===== src/rtl/scalar_alu_arbiter_pkg.sv =====
// scalar_pkg: shared widths, ALU opcode and owner encodings, immediate sign-extension.
package scalar_pkg;
   localparam int DATA_W = 36;
   localparam int IMM_W  = 25;
   localparam int OP_W   = 4;
   typedef enum logic [OP_W-1:0] {
      OP_ADD, OP_SUB, OP_AND, OP_OR, OP_XOR, OP_SLL, OP_SRL, OP_SRA
   } alu_op_t;
   typedef enum logic {PORT_PIPE = 1'b0, PORT_AUX = 1'b1} owner_t;
   function automatic logic [DATA_W-1:0] sext_imm(input logic [IMM_W-1:0] imm);
      return {{(DATA_W-IMM_W){imm[IMM_W-1]}}, imm};
   endfunction
endpackage


===== src/rtl/scalar_alu_arbiter_if.sv =====
// scalar_alu_arbiter_if: one requester's valid/ready issue channel plus its result return.
interface scalar_alu_arbiter_if;
   import scalar_pkg::*;
   logic              valid, ready, use_imm;
   logic [DATA_W-1:0] a, b;
   logic [IMM_W-1:0]  imm;
   logic [OP_W-1:0]   op;
   logic              rsp_valid, rsp_zero, rsp_sign, rsp_overflow;
   logic [DATA_W-1:0] rsp_data;
   modport master (output valid, a, b, imm, use_imm, op,
                   input  ready, rsp_valid, rsp_data, rsp_zero, rsp_sign, rsp_overflow);
   modport slave  (input  valid, a, b, imm, use_imm, op,
                   output ready, rsp_valid, rsp_data, rsp_zero, rsp_sign, rsp_overflow);
endinterface


===== src/rtl/scalar_alu_arbiter_owner_pipe.sv =====
// alu_owner_pipe: tracks which port owns each ALU stage; flush0 kills port-0 entries as they advance.
module alu_owner_pipe
   import scalar_pkg::*;
#(
   parameter int LAT = 1
) (
   input  logic   clk,
   input  logic   rst_n,
   input  logic   in_valid,
   input  owner_t in_owner,
   input  logic   flush0,
   output logic   tail_valid,
   output owner_t tail_owner
);
   logic [LAT-1:0] v, o;
   always_ff @(posedge clk or negedge rst_n)
      if (!rst_n) begin
         v <= '0;
         o <= '0;
      end else begin
         v[0] <= in_valid;
         o[0] <= in_owner;
         for (int i = 1; i < LAT; i++) begin
            v[i] <= v[i-1] & ~(flush0 & (o[i-1] == PORT_PIPE));
            o[i] <= o[i-1];
         end
      end
   assign tail_valid = v[LAT-1];
   assign tail_owner = owner_t'(o[LAT-1]);
endmodule


===== src/rtl/scalar_alu_arbiter.sv =====
// scalar_alu_arbiter: shares one scalar ALU between the issue pipe (port 0) and the aux unit (port 1),
// with starvation relief for port 1 and per-port result return.
module scalar_alu_arbiter
   import scalar_pkg::*;
#(
   parameter int ALU_LAT      = 1,
   parameter int STARVE_LIMIT = 8
) (
   input  logic                clk,
   input  logic                rst_n,
   scalar_alu_arbiter_if.slave req0,
   scalar_alu_arbiter_if.slave req1,
   input  logic                flush0,
   output logic [DATA_W-1:0]   alu_a,
   output logic [DATA_W-1:0]   alu_b,
   output logic [OP_W-1:0]     alu_op,
   input  logic [DATA_W-1:0]   alu_out,
   input  logic                alu_zero,
   input  logic                alu_sign,
   input  logic                alu_overflow
);
   localparam int SW = $clog2(STARVE_LIMIT + 1);
   logic [SW-1:0] starve_cnt;
   logic          starve, grant0, grant1, tail_valid, hit0, hit1;
   owner_t        tail_owner;
   // Grants are gated by rst_n so every output reads zero while reset is held.
   always_comb begin
      starve     = starve_cnt == SW'(STARVE_LIMIT);
      grant0     = rst_n & req0.valid & ~flush0 & ~(starve & req1.valid);
      grant1     = rst_n & req1.valid & ~grant0;
      req0.ready = grant0;
      req1.ready = grant1;
      alu_a      = grant0 ? req0.a : grant1 ? req1.a : '0;
      alu_b      = grant0 ? (req0.use_imm ? sext_imm(req0.imm) : req0.b)
                 : grant1 ? (req1.use_imm ? sext_imm(req1.imm) : req1.b) : '0;
      alu_op     = grant0 ? req0.op : grant1 ? req1.op : '0;
      hit0       = tail_valid & (tail_owner == PORT_PIPE);
      hit1       = tail_valid & (tail_owner == PORT_AUX);
   end
   always_ff @(posedge clk or negedge rst_n)
      if (!rst_n)
         starve_cnt <= '0;
      else if (!req1.valid || grant1)
         starve_cnt <= '0;
      else if (!starve)
         starve_cnt <= starve_cnt + SW'(1);
   alu_owner_pipe #(.LAT(ALU_LAT)) u_pipe (
      .clk        (clk),
      .rst_n      (rst_n),
      .in_valid   (grant0 | grant1),
      .in_owner   (grant1 ? PORT_AUX : PORT_PIPE),
      .flush0     (flush0),
      .tail_valid (tail_valid),
      .tail_owner (tail_owner)
   );
   always_ff @(posedge clk or negedge rst_n)
      if (!rst_n) begin
         req0.rsp_valid    <= 1'b0;
         req0.rsp_data     <= '0;
         req0.rsp_zero     <= 1'b0;
         req0.rsp_sign     <= 1'b0;
         req0.rsp_overflow <= 1'b0;
         req1.rsp_valid    <= 1'b0;
         req1.rsp_data     <= '0;
         req1.rsp_zero     <= 1'b0;
         req1.rsp_sign     <= 1'b0;
         req1.rsp_overflow <= 1'b0;
      end else begin
         req0.rsp_valid <= hit0;
         req1.rsp_valid <= hit1;
         if (hit0) begin
            req0.rsp_data     <= alu_out;
            req0.rsp_zero     <= alu_zero;
            req0.rsp_sign     <= alu_sign;
            req0.rsp_overflow <= alu_overflow;
         end
         if (hit1) begin
            req1.rsp_data     <= alu_out;
            req1.rsp_zero     <= alu_zero;
            req1.rsp_sign     <= alu_sign;
            req1.rsp_overflow <= alu_overflow;
         end
      end
endmodule


===== src/flat_wrapper.sv =====
// flat-port wrapper written by rule: the top's interface ports become plain ports
module scalar_alu_arbiter_flat import scalar_pkg::*;
#(
   parameter int ALU_LAT      = 1,
   parameter int STARVE_LIMIT = 8
)
  (clk, rst_n, flush0, alu_a, alu_b, alu_op, alu_out, alu_zero, alu_sign, alu_overflow, req0_valid, req0_a, req0_b, req0_imm, req0_use_imm, req0_op, req0_ready, req0_rsp_valid, req0_rsp_data, req0_rsp_zero, req0_rsp_sign, req0_rsp_overflow, req1_valid, req1_a, req1_b, req1_imm, req1_use_imm, req1_op, req1_ready, req1_rsp_valid, req1_rsp_data, req1_rsp_zero, req1_rsp_sign, req1_rsp_overflow);
  scalar_alu_arbiter_if req0_i ();
  scalar_alu_arbiter_if req1_i ();
  input  logic clk;
  input  logic rst_n;
  input  logic flush0;
  output logic [DATA_W-1:0] alu_a;
  output logic [DATA_W-1:0] alu_b;
  output logic [OP_W-1:0] alu_op;
  input  logic [DATA_W-1:0] alu_out;
  input  logic alu_zero;
  input  logic alu_sign;
  input  logic alu_overflow;
  input wire logic [$bits(req0_i.valid)-1:0] req0_valid;
  input wire logic [$bits(req0_i.a)-1:0] req0_a;
  input wire logic [$bits(req0_i.b)-1:0] req0_b;
  input wire logic [$bits(req0_i.imm)-1:0] req0_imm;
  input wire logic [$bits(req0_i.use_imm)-1:0] req0_use_imm;
  input wire logic [$bits(req0_i.op)-1:0] req0_op;
  output wire logic [$bits(req0_i.ready)-1:0] req0_ready;
  output wire logic [$bits(req0_i.rsp_valid)-1:0] req0_rsp_valid;
  output wire logic [$bits(req0_i.rsp_data)-1:0] req0_rsp_data;
  output wire logic [$bits(req0_i.rsp_zero)-1:0] req0_rsp_zero;
  output wire logic [$bits(req0_i.rsp_sign)-1:0] req0_rsp_sign;
  output wire logic [$bits(req0_i.rsp_overflow)-1:0] req0_rsp_overflow;
  input wire logic [$bits(req1_i.valid)-1:0] req1_valid;
  input wire logic [$bits(req1_i.a)-1:0] req1_a;
  input wire logic [$bits(req1_i.b)-1:0] req1_b;
  input wire logic [$bits(req1_i.imm)-1:0] req1_imm;
  input wire logic [$bits(req1_i.use_imm)-1:0] req1_use_imm;
  input wire logic [$bits(req1_i.op)-1:0] req1_op;
  output wire logic [$bits(req1_i.ready)-1:0] req1_ready;
  output wire logic [$bits(req1_i.rsp_valid)-1:0] req1_rsp_valid;
  output wire logic [$bits(req1_i.rsp_data)-1:0] req1_rsp_data;
  output wire logic [$bits(req1_i.rsp_zero)-1:0] req1_rsp_zero;
  output wire logic [$bits(req1_i.rsp_sign)-1:0] req1_rsp_sign;
  output wire logic [$bits(req1_i.rsp_overflow)-1:0] req1_rsp_overflow;
  assign req0_i.valid = req0_valid;
  assign req0_i.a = req0_a;
  assign req0_i.b = req0_b;
  assign req0_i.imm = req0_imm;
  assign req0_i.use_imm = req0_use_imm;
  assign req0_i.op = req0_op;
  assign req0_ready = req0_i.ready;
  assign req0_rsp_valid = req0_i.rsp_valid;
  assign req0_rsp_data = req0_i.rsp_data;
  assign req0_rsp_zero = req0_i.rsp_zero;
  assign req0_rsp_sign = req0_i.rsp_sign;
  assign req0_rsp_overflow = req0_i.rsp_overflow;
  assign req1_i.valid = req1_valid;
  assign req1_i.a = req1_a;
  assign req1_i.b = req1_b;
  assign req1_i.imm = req1_imm;
  assign req1_i.use_imm = req1_use_imm;
  assign req1_i.op = req1_op;
  assign req1_ready = req1_i.ready;
  assign req1_rsp_valid = req1_i.rsp_valid;
  assign req1_rsp_data = req1_i.rsp_data;
  assign req1_rsp_zero = req1_i.rsp_zero;
  assign req1_rsp_sign = req1_i.rsp_sign;
  assign req1_rsp_overflow = req1_i.rsp_overflow;
  scalar_alu_arbiter #(.ALU_LAT(ALU_LAT), .STARVE_LIMIT(STARVE_LIMIT)) u_core (.clk(clk), .rst_n(rst_n), .req0(req0_i), .req1(req1_i), .flush0(flush0), .alu_a(alu_a), .alu_b(alu_b), .alu_op(alu_op), .alu_out(alu_out), .alu_zero(alu_zero), .alu_sign(alu_sign), .alu_overflow(alu_overflow));
endmodule

===== config.mk =====
export PLATFORM = sky130hd
export DESIGN_NAME = scalar_alu_arbiter_flat
export DESIGN_NICKNAME = d
export VERILOG_FILES = /design/src/rtl/scalar_alu_arbiter_pkg.sv /design/src/rtl/scalar_alu_arbiter_if.sv /design/src/rtl/scalar_alu_arbiter_owner_pipe.sv /design/src/rtl/scalar_alu_arbiter.sv /design/src/flat_wrapper.sv
export SDC_FILE = /design/constraint.sdc
export NUM_CORES = 1
export LEC_CHECK = 0
export CORE_AREA = 2 2 159 161
export DETAILED_ROUTE_END_ITERATION = 8
export DIE_AREA = 0 0 161 163
export SLEW_MARGIN = 0
export SYNTH_ARGS = -nofsm -noshare
export SYNTH_HDL_FRONTEND = slang
export SYNTH_SLANG_ARGS = --single-unit

===== constraint.sdc =====
create_clock -name clk -period 2.6 [get_ports clk]
set_input_delay 0.39 -clock clk [delete_from_list [all_inputs] [get_ports clk]]
set_output_delay 0.39 -clock clk [all_outputs]
set_load 0.05 [all_outputs]

==> impl_metrics.yaml, run 1 <==
hold_path:
  hold_class: "in -> reg"
finish:
  final_cell_mix: "clkdlybuf4s50_1, mux2_2, dfrtp_1, buf_12, nand2_1"
  largestRegisters: "u_core.req0.rsp_data: 36 flops, u_core.req1.rsp_data: 36 flops, u_core.starve_cnt: 4 flops"
  layout-drive-gt1-share_pct: 31.1
  area_growth_pct: 116
  nets: 1156
  finish.utilization_pct: 45.9
  nFillCells: 2298
  final_common_cell: "clkdlybuf4s50_1"
sta:
  setup_tns_ps: 0
  clock_skew_ps: 6.31
  final-setup-viol-count: 0
  final.period_utilization_pct: 97.2
  setup_slack_ps: 72.1
  hold_viol: 0
  drv_slew: 0
  slew_headroom_pct: 33.4
  holdWs_ps: 335
  layout_min_cycle_time_ps: 2530
  max_freq_ghz: 0.396
  rsz0062_at_grt: "yes"
  worst_pin_slew_ps: 999
pwr:
  power.density_mw_per_mm2: 549
  p_leak_nw: 4.65
  p_total_mw: 6.22
  ir_worst_vdd_uv: 367
critical_path:
  critPathRequiredTime_ps: 2210
  endpoint_kind: "primary output"
  cp_slowest_cell: "dfrtp_1"
  path_max_fanout: 9
  crit_type: "reg -> out"
  startpoint_type: "register"
  cp_slowest_stage_delay_ps: 420
  path_cells: "inv_2 -> ha_4 -> nand4b_4 -> and3_4 -> buf_12 -> mux2i_1 -> buf_12"
  crit_arrival_ps: 2140
  crit_path_frequent_cell: "buf_12"
drt:
  wl_per_cell_um: 17.6
  via_count: 5197
  totalWireLength_mm: 21.9
  drt-vias-per-instance: 4.18
  drt_iter0_markers: 206
  drtPass1Iterations: 4
  drc_errors: 0
  ant_nets: 0
outcome:
  status: "finished, final reports clean"
die:
  io_pins: 406
  num_rows: 58
  fp.dieH_um: 163
  core_area_sq_mm: 0.0247
  start_util_pct: 21.3
  dieArea_sq_mm: 0.0262
  die_x_um: 161
clocking:
  cts_tree: "built"
  clk_latency_ps: 330
  htree_num_levels: 3
  clk_path_buf_depth: 2
  clk_pin_slew_ps: 60
  cts.sinks: 86
  cts_root_buf: "clkbuf_16"
  cts_inserted_buffers: 9
yosys:
  syn_area_per_cell_sq_um: 10.7
  yosysSeqAreaShare_pct: 41.0
  yosys_warnings: 0
  ys_ff_latch: 86
  netlist_area_sq_mm: 0.00525
  synthCells: 491
  synth.distinct_cells: 23
  syn_nets: 741
global_routing:
  grt_pass1_vias: 5358
  grt_overflow_total: 0
  grt_max_degree: 81
  grt_pass1_wl_mm: 31.3
  grt_util_all_layers_pct: 15.6
  antenna_found_initial: 1
placement:
  dp_slack_ps: -21.1
  hpwl_mm: 17.8
  gp_congestion: 0.753
  io_buffers: 405
flow_run:
  max-cap-violations: 0
critical path, delay by kind of cell, from the launching register on:
kind	cells	cell delay, ps
mux	1	290
simple gates	2	480
fa+ha+maj	1	160
buf+inv	3	430
flops	1	420
final cells by class:
type | count | area, sq um | area share, %
Antenna cell | 1 | 2.50 | 0.0221
Multi-Input combinational cell | 324 | 3070 | 27.1
Clock inverter | 6 | 70.1 | 0.619
Sequential cell | 86 | 2150 | 19.0
Timing Repair Buffer | 439 | 5210 | 46.0
Clock buffer | 10 | 229 | 2.02
Inverter | 46 | 173 | 1.52
Tap cell | 330 | 413 | 3.65
path summary, 6_finish.rpt:
check | start | to | slack (ps) | cells after the start
max | u_core.starve_cnt[0] | alu_b[20] | 70 | 7
min reg2reg | u_core.req1.rsp_data[34] | u_core.req1.rsp_data[34] | 500 | 1
min in group asynchronous | rst_n | u_core.req0.rsp_data[4] | 400 | 2
max reg2reg | u_core.starve_cnt[1] | u_core.u_pipe.tail_owner | 1020 | 6
max in group asynchronous | rst_n | u_core.req0.rsp_data[34] | 1550 | 2
min | rst_n | u_core.starve_cnt[1] | 340 | 2
cell usage after synthesis:
master    instances  share of area (%)
o22ai_1           1               0.12
o21ai_0          12                1.1
buf_6             3               0.64
nand3_1           1              0.095
and3_1            1               0.12
buf_2            20                1.9
mux2_2          102                 22
o32ai_1           1               0.17
ha_1              2               0.48
nor2b_1          15                1.8
nor2_1            1              0.071
inv_1            46                3.3
and2_1            3               0.36
o211a_1           1               0.19
clkbuf_1         13               0.93
nand2_1          66                4.7
o21a_1            1               0.14
a21oi_1          12                1.1
dfrtp_1          86                 41
mux2i_1         100                 19
xnor2_1           2               0.33
o211ai_1          1               0.14
nand4b_2          1               0.29
routing by layer:
| layer | wire length [um] | up-vias | track usage, % | share of wire (%) |
|---|---|---|---|---|
| met1 | 8140 | 2429 | 16.4 | 37 |
| met3 | 2090 | 26 | 6.11 | 9.5 |
| li1 | - | 2500 | - | - |
| met5 | 0 | - | 0 | 0 |
| met2 | 11200 | 242 | 28.9 | 51 |
| met4 | 447 | 0 | 4.46 | 2.0 |
cells by family (layout without fill, tap and decap cells):
| family | count (synthesis) | in the layout | synth area share [%] |
|---|---|---|---|
| multiplexers | 202 | 202 | 40.9 |
| AND/OR/NAND/NOR | 88 | 89 | 7.44 |
| flip-flops | 86 | 86 | 41.0 |
| buffers and inverters | 82 | 501 | 6.77 |
| AO/OA/AOI/OAI | 29 | 29 | 3.05 |
| adder cells (fa/ha/maj) | 2 | 2 | 0.477 |
| XOR/XNOR | 2 | 2 | 0.334 |
| other | 0 | 1 | 0 |
stage by stage:
stage	instance area, sq um	cells
6_report	11300	1242
5_1_grt	11300	1242
4_1_cts	11000	1236
3_5_place_dp	10600	1218
3_3_place_gp	10600	1218
2_1_floorplan	5250	491
what timing repair did:
item,4_1_cts,5_1_grt
buffers inserted,1,2
hold buffers,1,0
endpoints found under the setup margin,57,76
cloned,0,3
pin swaps,0,2
gates resized for setup,11,61
hold endpoints to repair,6,0
power breakdown:
group          total (mW)  switching, mW  internal [mW]
sequential           1.73          0.130           1.60
combinational        3.21           1.79           1.42
clock                1.28          0.525          0.751
(Power assumes the default switching activity.)
==> run 2: changes to the inputs <==
Settings changed: CORE_AREA 2 2 159 161 to 10 10 150 152, DIE_AREA 0 0 161 163 to 0 0 160 162, PLACE_DENSITY from default to 0.67.
==> run 2 against run 1 <==
Setup slack got worse by 38 ps. Flip-flop and latch count unchanged. Via count decreased by 0.19%. Critical endpoint is now alu_b[12]. Highest routed layer unchanged.
==> impl_metrics.yaml, run 2 (same netlist as run 1, synthesis figures left out) <==
outcome:
  status: "finished, final reports clean"
global_routing:
  grt_pass1_vias: 5551
  grt_max_degree: 82
  grt_util_all_layers_pct: 17.9
  antenna_found_initial: 4
  grt_pass1_wl_mm: 36.1
  grt_overflow_total: 0
flow_run:
  max-cap-violations: 0
placement:
  hpwl_mm: 20.9
  gp_congestion: 0.850
  io_buffers: 405
  dp_slack_ps: -77.4
  dpl_cell_area_sq_mm: 0.0105
drt:
  via_count: 5187
  ant_nets: 0
  wl_per_cell_um: 21.2
  drc_errors: 0
  totalWireLength_mm: 24.8
  drt_iter0_markers: 213
  drtPass1Iterations: 4
  drt-vias-per-instance: 4.44
sta:
  layout_min_cycle_time_ps: 2570
  worst_pin_slew_ps: 1000
  rsz0062_at_grt: "yes"
  clock_skew_ps: 8.26
  slew_headroom_pct: 33.3
  drv_slew: 0
  setup_slack_ps: 34.1
  final.period_utilization_pct: 98.7
  final-setup-viol-count: 0
  max_freq_ghz: 0.390
  hold_viol: 0
  setup_tns_ps: 0
finish:
  largestRegisters: "u_core.req0.rsp_data: 36 flops, u_core.req1.rsp_data: 36 flops, u_core.starve_cnt: 4 flops"
  fin_area_sq_mm: 0.0109
  nFillCells: 1748
  final_common_cell: "clkdlybuf4s50_1"
  layout-drive-gt1-share_pct: 27.0
  area_growth_pct: 108
  final_cell_mix: "clkdlybuf4s50_1, mux2_2, dfrtp_1, buf_12, mux2i_1"
  nets: 1144
pwr:
  pwr-share-clk_pct: 21.3
  ir_worst_vdd_uv: 313
  p_leak_nw: 4.53
  power.density_mw_per_mm2: 571
  power_frac_seq_pct: 27.6
  netSwitchingFraction_pct: 39.8
  comb_power_share_pct: 51.0
  switching_power_mw: 2.48
  p_int_mw: 3.75
die:
  die_x_um: 160
  fp.dieH_um: 162
  start_util_pct: 27.1
  io_pins: 406
  num_rows: 51
  dieArea_sq_mm: 0.0259
  core_area_sq_mm: 0.0194
clocking:
  cts_tree: "built"
  clk_path_buf_depth: 2
  htree_num_levels: 3
  cts_root_buf: "clkbuf_16"
  cts_inserted_buffers: 9
  cts.sinks: 86
  clk_pin_slew_ps: 70
  clk_latency_ps: 330
critical_path:
  endpoint_kind: "primary output"
  critPathRequiredTime_ps: 2210
  crit_type: "in -> out"
  crit_arrival_ps: 2180
  path_max_fanout: 37
  startpoint_type: "input port"
hold_path:
  hold_class: "in -> reg"
[run 2: worst paths after layout]
path | startpoint | to | slack (ps) | depth (start not counted)
min in group asynchronous | rst_n | u_core.starve_cnt[2] | 380 | 2
max in group asynchronous | rst_n | u_core.req0.rsp_data[34] | 1590 | 2
worst max register to register | u_core.starve_cnt[1] | u_core.u_pipe.tail_owner | 980 | 7
worst max-delay path | req0_valid | alu_b[12] | 30 | 6
worst min register to register | u_core.req1.rsp_overflow | u_core.req1.rsp_overflow | 500 | 1
worst min-delay path | rst_n | u_core.u_pipe.tail_valid | 330 | 2
[run 2: power groups by stage]
stage / clock [mW] / combinational, mW / sequential, mW
floorplan: 0 / 0.771 / 2.67
global placement: 0 / 3.17 / 1.74
detailed placement: 0 / 3.19 / 1.75
CTS: 1.37 / 3.20 / 1.73
global route: 1.42 / 3.32 / 1.76
finish: 1.33 / 3.18 / 1.72
[run 2: what timing repair did]
item / in CTS / in global routing
pin swaps: 0 / 0
resized for setup: 2 / 21
endpoints found under the hold margin: 7 / 0
buffers inserted: 1 / 0
hold buffers: 1 / 0
endpoints found under the setup margin: 44 / 50
cloned: 0 / 0
[run 2: critical path, stage by stage]
cell             delay [ps]
clkdlybuf4s50_1         450
nor2b_2                 240
and3_4                  260
buf_12                  260
mux2i_1                 350
buf_12                  180
[run 2: cell type report]
cell class	count	area [sq um]	area share (%)
timing repair buffer	428	5100	46.7
multi-input combinational	323	2840	26.0
sequential	86	2150	19.7
tap	265	332	3.04
clock buffer	9	225	2.06
inverter	46	173	1.58
clock inverter	7	87.6	0.802
antenna	4	10.0	0.0917
[run 2: through the flow]
step	total power [mW]	hold WS, ps	cells	utilization (%)
after floorplan	3.44	94.4	491	-
after global placement	4.90	234	1146	54.1
after detailed placement	4.94	235	1146	54.1
after CTS	6.29	323	1164	55.8
after global routing	6.50	337	1168	56.3
final	6.24	328	1168	56.3
[run 2: layer usage]
layer  part of all wire [%]  GRT usage, %
met5                      0             0
met4                    1.7          4.76
met3                     10          7.84
met2                     52          32.0
met1                     36          19.0
